## src/rtl/commande_boutons.sv

```systemverilog
// Button conditioning for the brick-stack counter: synchronise, debounce, arm and
// edge-detect both push-buttons, then arbitrate into clean plus/moins/conflit pulses.
module commande_boutons #(
  parameter int N_STABLE      = 4,
  parameter int CNT_W         = 20,
  parameter int REPEAT_PERIOD = 0,
  parameter int REP_W         = 24
) (
  input  logic clk,
  input  logic reset,
  input  logic btn_plus,
  input  logic btn_moins,
  output logic plus,
  output logic moins,
  output logic conflit
);

  typedef enum logic [1:0] {
    IDLE    = 2'd0,
    HOLD_P  = 2'd1,
    HOLD_M  = 2'd2,
    BLOCKED = 2'd3
  } state_t;

  localparam logic [CNT_W-1:0] DB_LAST  = CNT_W'(N_STABLE - 1);
  localparam logic [REP_W-1:0] REP_LAST = REP_W'((REPEAT_PERIOD > 0) ? (REPEAT_PERIOD - 1) : 0);

  logic             r_s1_p, r_s2_p, r_d_p, r_dq_p, r_armed_p;
  logic             r_s1_m, r_s2_m, r_d_m, r_dq_m, r_armed_m;
  logic [CNT_W-1:0] r_cnt_p, r_cnt_m;
  logic [1:0]       r_fill;
  logic [REP_W-1:0] r_rep;
  state_t           r_state;

  logic             w_rise_p, w_rise_m, w_press_p, w_press_m;
  state_t           w_state_nxt;
  logic [REP_W-1:0] w_rep_nxt;
  logic             w_plus_nxt, w_moins_nxt, w_conflit_nxt;

  assign w_rise_p  = r_d_p & ~r_dq_p;
  assign w_rise_m  = r_d_m & ~r_dq_m;
  assign w_press_p = w_rise_p & r_armed_p;
  assign w_press_m = w_rise_m & r_armed_m;

  // Synchronisers, debounce filters and arming. r_fill marks when s2 carries a
  // real button sample rather than its reset value, so a button held through
  // reset cannot arm itself on the first cycles after reset.
  always_ff @(posedge clk) begin
    if (reset) begin
      r_s1_p    <= 1'b0;
      r_s2_p    <= 1'b0;
      r_d_p     <= 1'b0;
      r_dq_p    <= 1'b0;
      r_armed_p <= 1'b0;
      r_cnt_p   <= {CNT_W{1'b0}};
      r_s1_m    <= 1'b0;
      r_s2_m    <= 1'b0;
      r_d_m     <= 1'b0;
      r_dq_m    <= 1'b0;
      r_armed_m <= 1'b0;
      r_cnt_m   <= {CNT_W{1'b0}};
      r_fill    <= 2'b00;
    end else begin
      r_s1_p <= btn_plus;
      r_s2_p <= r_s1_p;
      r_s1_m <= btn_moins;
      r_s2_m <= r_s1_m;
      r_dq_p <= r_d_p;
      r_dq_m <= r_d_m;
      r_fill <= {r_fill[0], 1'b1};
      if (r_fill[1] && !r_s2_p) r_armed_p <= 1'b1;
      if (r_fill[1] && !r_s2_m) r_armed_m <= 1'b1;

      if (r_s2_p == r_d_p) begin
        r_cnt_p <= {CNT_W{1'b0}};
      end else if (r_cnt_p == DB_LAST) begin
        r_d_p   <= r_s2_p;
        r_cnt_p <= {CNT_W{1'b0}};
      end else begin
        r_cnt_p <= r_cnt_p + CNT_W'(1);
      end

      if (r_s2_m == r_d_m) begin
        r_cnt_m <= {CNT_W{1'b0}};
      end else if (r_cnt_m == DB_LAST) begin
        r_d_m   <= r_s2_m;
        r_cnt_m <= {CNT_W{1'b0}};
      end else begin
        r_cnt_m <= r_cnt_m + CNT_W'(1);
      end
    end
  end

  // Arbitration FSM: next state, repeat counter and pulse requests.
  always_comb begin
    w_state_nxt   = r_state;
    w_rep_nxt     = r_rep;
    w_plus_nxt    = 1'b0;
    w_moins_nxt   = 1'b0;
    w_conflit_nxt = 1'b0;
    case (r_state)
      IDLE: begin
        if (w_press_p && w_press_m) begin
          w_conflit_nxt = 1'b1;
          w_state_nxt   = BLOCKED;
        end else if (w_press_p) begin
          w_plus_nxt  = 1'b1;
          w_rep_nxt   = {REP_W{1'b0}};
          w_state_nxt = HOLD_P;
        end else if (w_press_m) begin
          w_moins_nxt = 1'b1;
          w_rep_nxt   = {REP_W{1'b0}};
          w_state_nxt = HOLD_M;
        end else begin
          w_state_nxt = IDLE;
        end
      end
      HOLD_P: begin
        if (w_rise_m) begin
          w_conflit_nxt = 1'b1;
          w_state_nxt   = BLOCKED;
        end else if (!r_d_p) begin
          w_state_nxt = IDLE;
        end else if (REPEAT_PERIOD != 0) begin
          if (r_rep == REP_LAST) begin
            w_plus_nxt = 1'b1;
            w_rep_nxt  = {REP_W{1'b0}};
          end else begin
            w_rep_nxt = r_rep + REP_W'(1);
          end
        end else begin
          w_rep_nxt = r_rep;
        end
      end
      HOLD_M: begin
        if (w_rise_p) begin
          w_conflit_nxt = 1'b1;
          w_state_nxt   = BLOCKED;
        end else if (!r_d_m) begin
          w_state_nxt = IDLE;
        end else if (REPEAT_PERIOD != 0) begin
          if (r_rep == REP_LAST) begin
            w_moins_nxt = 1'b1;
            w_rep_nxt   = {REP_W{1'b0}};
          end else begin
            w_rep_nxt = r_rep + REP_W'(1);
          end
        end else begin
          w_rep_nxt = r_rep;
        end
      end
      BLOCKED: begin
        if (!r_d_p && !r_d_m) begin
          w_state_nxt = IDLE;
        end else begin
          w_state_nxt = BLOCKED;
        end
      end
      default: begin
        w_state_nxt = IDLE;
      end
    endcase
  end

  // State, repeat counter and registered output pulses.
  always_ff @(posedge clk) begin
    if (reset) begin
      r_state <= IDLE;
      r_rep   <= {REP_W{1'b0}};
      plus    <= 1'b0;
      moins   <= 1'b0;
      conflit <= 1'b0;
    end else begin
      r_state <= w_state_nxt;
      r_rep   <= w_rep_nxt;
      plus    <= w_plus_nxt;
      moins   <= w_moins_nxt;
      conflit <= w_conflit_nxt;
    end
  end

endmodule

```

## config.mk

```make
export PLATFORM = sky130hd
export DESIGN_NAME = commande_boutons
export DESIGN_NICKNAME = d
export VERILOG_FILES = /design/src/rtl/commande_boutons.sv
export SDC_FILE = /design/constraint.sdc
export NUM_CORES = 1
export LEC_CHECK = 0
export BUFFER_PORTS_ARGS = -buffer_cell sky130_fd_sc_hd__buf_4
export CORE_ASPECT_RATIO = 1.4
export CORE_MARGIN = 4
export CORE_UTILIZATION = 36
export CTS_CLUSTER_SIZE = 28
export DETAILED_ROUTE_END_ITERATION = 12
export SLEW_MARGIN = 10
export SYNTH_ARGS = -nofsm -noshare
export SYNTH_HDL_FRONTEND = slang
export SYNTH_SLANG_ARGS = --single-unit
export TNS_END_PERCENT = 10
```

## constraint.sdc

```tcl
create_clock -name clk -period 3.74 [get_ports clk]
set_input_delay 0.935 -clock clk [delete_from_list [all_inputs] [get_ports clk]]
set_output_delay 0.935 -clock clk [all_outputs]
set_load 0.005 [all_outputs]
```

==> results.ini, run 1 <==
[clock_network]
cts.sinks=57
insertion_delay_ps=330
cts_hold_buf=0
h-tree-depth=3
cts_tree=yes
clk_pin_slew_worst_paths_ps=70
ctsResizeCount=0
cts_buffers=9
root_buffer=clkbuf_8
clk_path_buf_depth=2
postCtsSetupBuffers=0

[global_route]
grt_pass1_wl_mm=7.83
met2_usage_pct=19.3
gr-total-overflow=0
busiest_layer=met2
track_usage_pct=11.9
grt_max_degree=21
grt_pass1_vias=1807
grt_antenna_before_repair=0
gr-usage-met3_pct=3.59
grtUsageMet1_pct=13.8

[route]
drt_iter0_markers=139
route.detailed.drc=0
post_drt_wl_per_cell_microns=11.4
ant_nets=0
routed_via_density=4.94
drt-total-wl_mm=4.38
dr_total_vias=1902
first_pass_iters=4

[synthesis]
synth_area_sq_um=2440
syn_nets=286
ys_warn_count=0
ys_types=36
avgSynthCellArea_sq_um=8.73
synth.ff_latch_count=57
ys_seq_area_share_pct=46.7
synth_cells=280

[timing]
period_needed_ps=1850
final.setup.worst_slack_ps=1890
hold_viol=0
fin_skew_ps=9.58
fmax_mhz=541
drv_slew=0
tightest_slew_ps=638
period_share_pct=49.4
maxSlewHeadroom_pct=57.0
setup_viol=0
hold_slack_ps=440
tns_ps=0
rsz0062_at_grt=false

[setup_path]
cp-end-kind=flip-flop
worstPathRequired_ps=4000
cp_cell_sequence=and4_1, nand3_2, or4_1, a21oi_1
arrival_ps=2110
max_stage_delay_ps=540
critPathKind=flip-flop to flip-flop
path_max_fanout=10
cp-start-kind=flip-flop
slowest_stage=or4_1

[floorplanning]
initial_core_util_pct=37.0
chipHeight_microns=105
io_pins=7
dieArea_sq_um=8190
row_count=35
die_w_microns=77.6
coreArea_sq_um=6610

[power]
powerDensity_nw_per_um2=434
ir_worst_vdd_v=0.000202
p_leak_nw=0.908
total_power_mw=1.20

[placement]
pre_cts_slack_ps=1920
io_buffers=6
place_congestion=0.751
dpl.hpwl_mm=2.98

[cells_and_area]
area_growth_pct=13.2
drive_gt1_share_pct=9.56
num_antenna_cells=0
nNetsFinal=294

[run_status]
status=completed

[worst_hold_path]
min_path_type=flip-flop to flip-flop

[run]
maxCapViolCount=0

-- cell usage in the layout, fill, tap and decap left out, types with 5 or more instances in the layout --
| cell type | count |
|---|---|
| dfxtp_1 | 57 |
| nor2_1 | 36 |
| nand3_1 | 20 |
| a21oi_1 | 19 |
| nand2_1 | 16 |
| xor2_1 | 14 |
| xnor2_1 | 12 |
| nor4_1 | 10 |
| o21ai_0 | 10 |
| clkbuf_8 | 10 |
| nor2b_1 | 8 |
| or3_1 | 8 |
| buf_4 | 8 |
| inv_1 | 7 |
| nor3_1 | 6 |
| nand4_1 | 6 |
| and3_1 | 5 |
| or4_1 | 5 |
-- power breakdown --
part	switching (mW)	total (mW)	internal, mW
registers	0.00283	0.615	0.612
logic	0.00962	0.0172	0.00761
clock network	0.245	0.569	0.323
-- sequential cells by signal, indices dropped and copies added (netlist names), 2 cells and up --
register and cells:
r_cnt_m 20, r_state 2, r_cnt_p 20, r_fill 2
-- kinds of logic after synthesis --
group | share of synthesized area (%)
AND/OR/NAND/NOR | 31.0
flip-flops | 46.7
AO/OA/AOI/OAI | 7.99
XOR/XNOR | 9.32
buffers and inverters | 3.07
multiplexers | 0.870
adder cells (fa/ha/maj) | 1.02
-- stage by stage --
step | std cells | cell area [sq um] | util (%)
global placement | 369 | 2570 | 38.9
CTS | 385 | 2770 | 41.8
detailed placement | 369 | 2570 | 38.9
global route | 385 | 2770 | 41.8
finish | 385 | 2770 | 41.8
floorplan | 280 | 2440 | -
-- Yosys cell counts --
cell type	n	area share (%)
xor2_1	14	5.0
or4_1	5	1.5
and2_1	2	0.51
and3_1	5	1.3
nand3_2	1	0.41
or2_0	1	0.26
a21oi_1	19	3.9
nor4_1	10	2.6
nor4b_1	2	0.72
or3_1	8	2.0
xnor2_1	12	4.3
buf_4	1	0.31
or3b_2	2	0.72
nand3_1	20	4.1
dfxtp_1	57	47
mux2i_1	1	0.41
o31ai_1	4	1.2
a22oi_1	1	0.31
nand4_1	6	1.5
buf_2	3	0.61
clkbuf_1	7	1.1
o21ai_0	10	2.0
nor2_1	36	5.5
nand2_1	16	2.5
inv_1	7	1.1
nand2b_1	2	0.51
o21ai_1	1	0.20
mux2_2	1	0.46
and3b_1	1	0.36
o211ai_1	1	0.31
nor3_1	6	1.2
and4_1	4	1.4
ha_1	2	1.0
nand4_4	1	0.87
nor3b_1	3	0.92
nor2b_1	8	2.0
-- final timing paths --
kind,cells after the start,from,slack (ps),end
max,4,r_cnt_m[2]$_SDFF_PP0_,1890,r_cnt_m[19]$_SDFF_PP0_
min,1,r_s1_m$_SDFF_PP0_,440,r_s2_m$_SDFF_PP0_
max reg2reg,4,r_cnt_m[2]$_SDFF_PP0_,1890,r_cnt_m[19]$_SDFF_PP0_
min reg2reg,1,r_s1_m$_SDFF_PP0_,440,r_s2_m$_SDFF_PP0_
-- worst max-delay path: cells and delay by family (launching register included) --
kind | cells | cell delay [ps]
simple gates | 3 | 1200
compound gates | 1 | 160
flops | 1 | 420
-- final cells by class --
cell class / instances / area [sq um]
fillers: 668 / 3850
well taps: 92 / 115
multi-input cells: 205 / 1230
clock inverters: 5 / 55.1
clock buffers: 11 / 141
flip-flops and latches: 57 / 1140
inverters: 7 / 26.3
repair buffers: 8 / 60.1
-- metal layers --
layer | wire (microns) | vias to the layer above
met4 | 116 | 0
met3 | 108 | 11
met2 | 2040 | 21
met1 | 2110 | 866
li1 | - | 1004
met5 | 0 | -
No activity file was read; power rests on OpenSTA's default activity.
==> run 2: changes to the inputs <==
==> constraint.sdc (replaced) <==
create_clock -name clk -period 1.8 [get_ports clk]
set_input_delay 0.45 -clock clk [delete_from_list [all_inputs] [get_ports clk]]
set_output_delay 0.45 -clock clk [all_outputs]
set_load 0.005 [all_outputs]
==> run 2 against run 1 <==
Compared with the run above: utilization is 1.2 points higher; first-iteration DRC count fell by 22%; maximum frequency increased by 9.7%; register-to-register slack worse by 1800 ps; critical path depth is 1 higher; critical path type unchanged; highest routed layer unchanged.
==> results.ini, run 2 (synthesized netlist as in run 1, its figures left out) <==
[run_status]
status=completed

[global_route]
track_usage_pct=11.9  ; -0.083 points
grt_pass1_wl_mm=7.76  ; -0.88%
gr-total-overflow=0  ; unchanged
grt_antenna_before_repair=0  ; unchanged
grt_pass1_vias=1812  ; +0.28%
grt_max_degree=21  ; unchanged

[setup_path]
arrival_ps=1910  ; -200 ps
reg2reg_to=r_cnt_p[18]$_SDFF_PP0_
r2r_cells=5  ; +1
reg2reg_slack_ps=120  ; -1780 ps
cp-end-kind=flip-flop
critPathLaunch=r_cnt_p[3]$_SDFF_PP0_
worstPathRequired_ps=2020  ; -1980 ps
worstReg2RegStart=r_cnt_p[3]$_SDFF_PP0_
endpoint=r_cnt_p[18]$_SDFF_PP0_
cp-start-kind=flip-flop
critPathKind=flip-flop to flip-flop
path_max_fanout=7  ; -3

[clock_network]
insertion_delay_ps=330  ; about the same
cts.sinks=57  ; unchanged
cts_hold_buf=0  ; unchanged
clk_path_buf_depth=2  ; unchanged
cts_buffers=9  ; unchanged
cts_tree=yes
h-tree-depth=3  ; unchanged
root_buffer=clkbuf_8
postCtsSetupBuffers=0  ; unchanged
clk_pin_slew_worst_paths_ps=70  ; about the same
ctsResizeCount=0  ; unchanged

[timing]
maxSlewHeadroom_pct=70.3  ; +13 points
tns_ps=0  ; unchanged
fmax_mhz=594  ; +9.7%
hold_slack_ps=336  ; -104 ps
period_needed_ps=1680  ; -163 ps
drv_slew=0  ; unchanged
fin_skew_ps=10.5  ; +0.959 ps
hold_viol=0  ; unchanged
period_share_pct=93.6  ; +44 points
setup_viol=0  ; unchanged
tightest_slew_ps=442  ; -196 ps
rsz0062_at_grt=false

[floorplanning]
coreArea_sq_um=6610  ; unchanged
row_count=35  ; unchanged
chipHeight_microns=105  ; unchanged
dieArea_sq_um=8190  ; unchanged
initial_core_util_pct=37.0  ; unchanged
die_w_microns=77.6  ; unchanged
io_pins=7  ; unchanged

[placement]
dpl.hpwl_mm=3.08  ; +3.3%
io_buffers=6  ; unchanged
place_congestion=0.777  ; +3.4%
postPlaceCellArea_sq_um=2630  ; +2.3%
post-place-cells=377  ; +2.2%

[route]
drt_iter0_markers=109  ; -22%
first_pass_iters=6  ; +2
route.detailed.drc=0  ; unchanged
post_drt_wl_per_cell_microns=11.2  ; -1.5%
routed_via_density=4.85  ; -1.8%
dr_total_vias=1907  ; +0.26%
drt-total-wl_mm=4.40  ; +0.57%
ant_nets=0  ; unchanged

[cells_and_area]
nNetsFinal=302  ; +2.7%
area_growth_pct=16.3
final_cell_mix=dfxtp_1, nor2_1, nand3_1
num_antenna_cells=0  ; unchanged
layout_commonest_cell=dfxtp_1
drive_gt1_share_pct=12.3  ; +2.7 points
reg_top3=r_cnt_m (20), r_cnt_p (20)
layout.cells.non_filler=393  ; +2.1%
finalInstanceArea_sq_um=2840  ; +2.8%

[power]
ir_worst_vdd_v=0.000405  ; +100%
total_power_mw=2.53  ; +110%
powerDensity_nw_per_um2=890  ; +110%
p_leak_nw=0.962  ; +5.9%

[worst_hold_path]
min_path_type=input port to flip-flop

[run]
maxCapViolCount=0  ; unchanged

[run 2: final cells by class]
cell class,instances,area [sq um]
Inverter,7,26.3
Clock buffer,12,155
Fill cell,656,3770
Timing Repair Buffer,16,120
Sequential cell,57,1140
Tap cell,92,115
Clock inverter,4,51.3
Multi-Input combinational cell,205,1230
[run 2: worst min path at each step]
| stage | to | startpoint | cells after the start |
|---|---|---|---|
| floorplan | r_fill[1]$_SDFF_PP0_ | r_fill[0]$_DFF_P_ | 1 |
| global placement | r_s2_p$_SDFF_PP0_ | r_s1_p$_SDFF_PP0_ | 1 |
| detailed placement | r_fill[1]$_SDFF_PP0_ | r_fill[0]$_DFF_P_ | 1 |
| CTS | r_s1_m$_SDFF_PP0_ | btn_moins | 2 |
| global route | r_s1_m$_SDFF_PP0_ | btn_moins | 2 |
| finish | r_s1_m$_SDFF_PP0_ | btn_moins | 2 |
[run 2: stage by stage]
| step | setup WS, ps | util (%) |
|---|---|---|
| after floorplan | 46.6 | - |
| after global placement | 156 | 39.8 |
| after detailed placement | 117 | 39.8 |
| after CTS | 78.8 | 42.9 |
| after global routing | 16.3 | 43.0 |
| final | 115 | 43.0 |
[run 2: layer usage]
metal	wire [microns]	vias up	GRT usage (%)
met5	0	-	0
met3	160	6	4.10
met2	2130	26	19.1
met1	2050	860	13.8
li1	-	1015	-
met4	63	0	5.85
[run 2: power by group]
group | switching [mW] | leakage (nW) | internal (mW)
clock network | 0.501 | 0.103 | 0.715
registers | 0.00610 | 0.461 | 1.27
logic | 0.0201 | 0.398 | 0.0159
total | 0.528 | 0.962 | 2.00
[run 2: critical path, stage by stage, from the launching register on]
cell and delay [ps]:
dfxtp_1 440, nand3_1 250, nor4_1 460, buf_4 210
mux2i_1 170, nor2_1 60
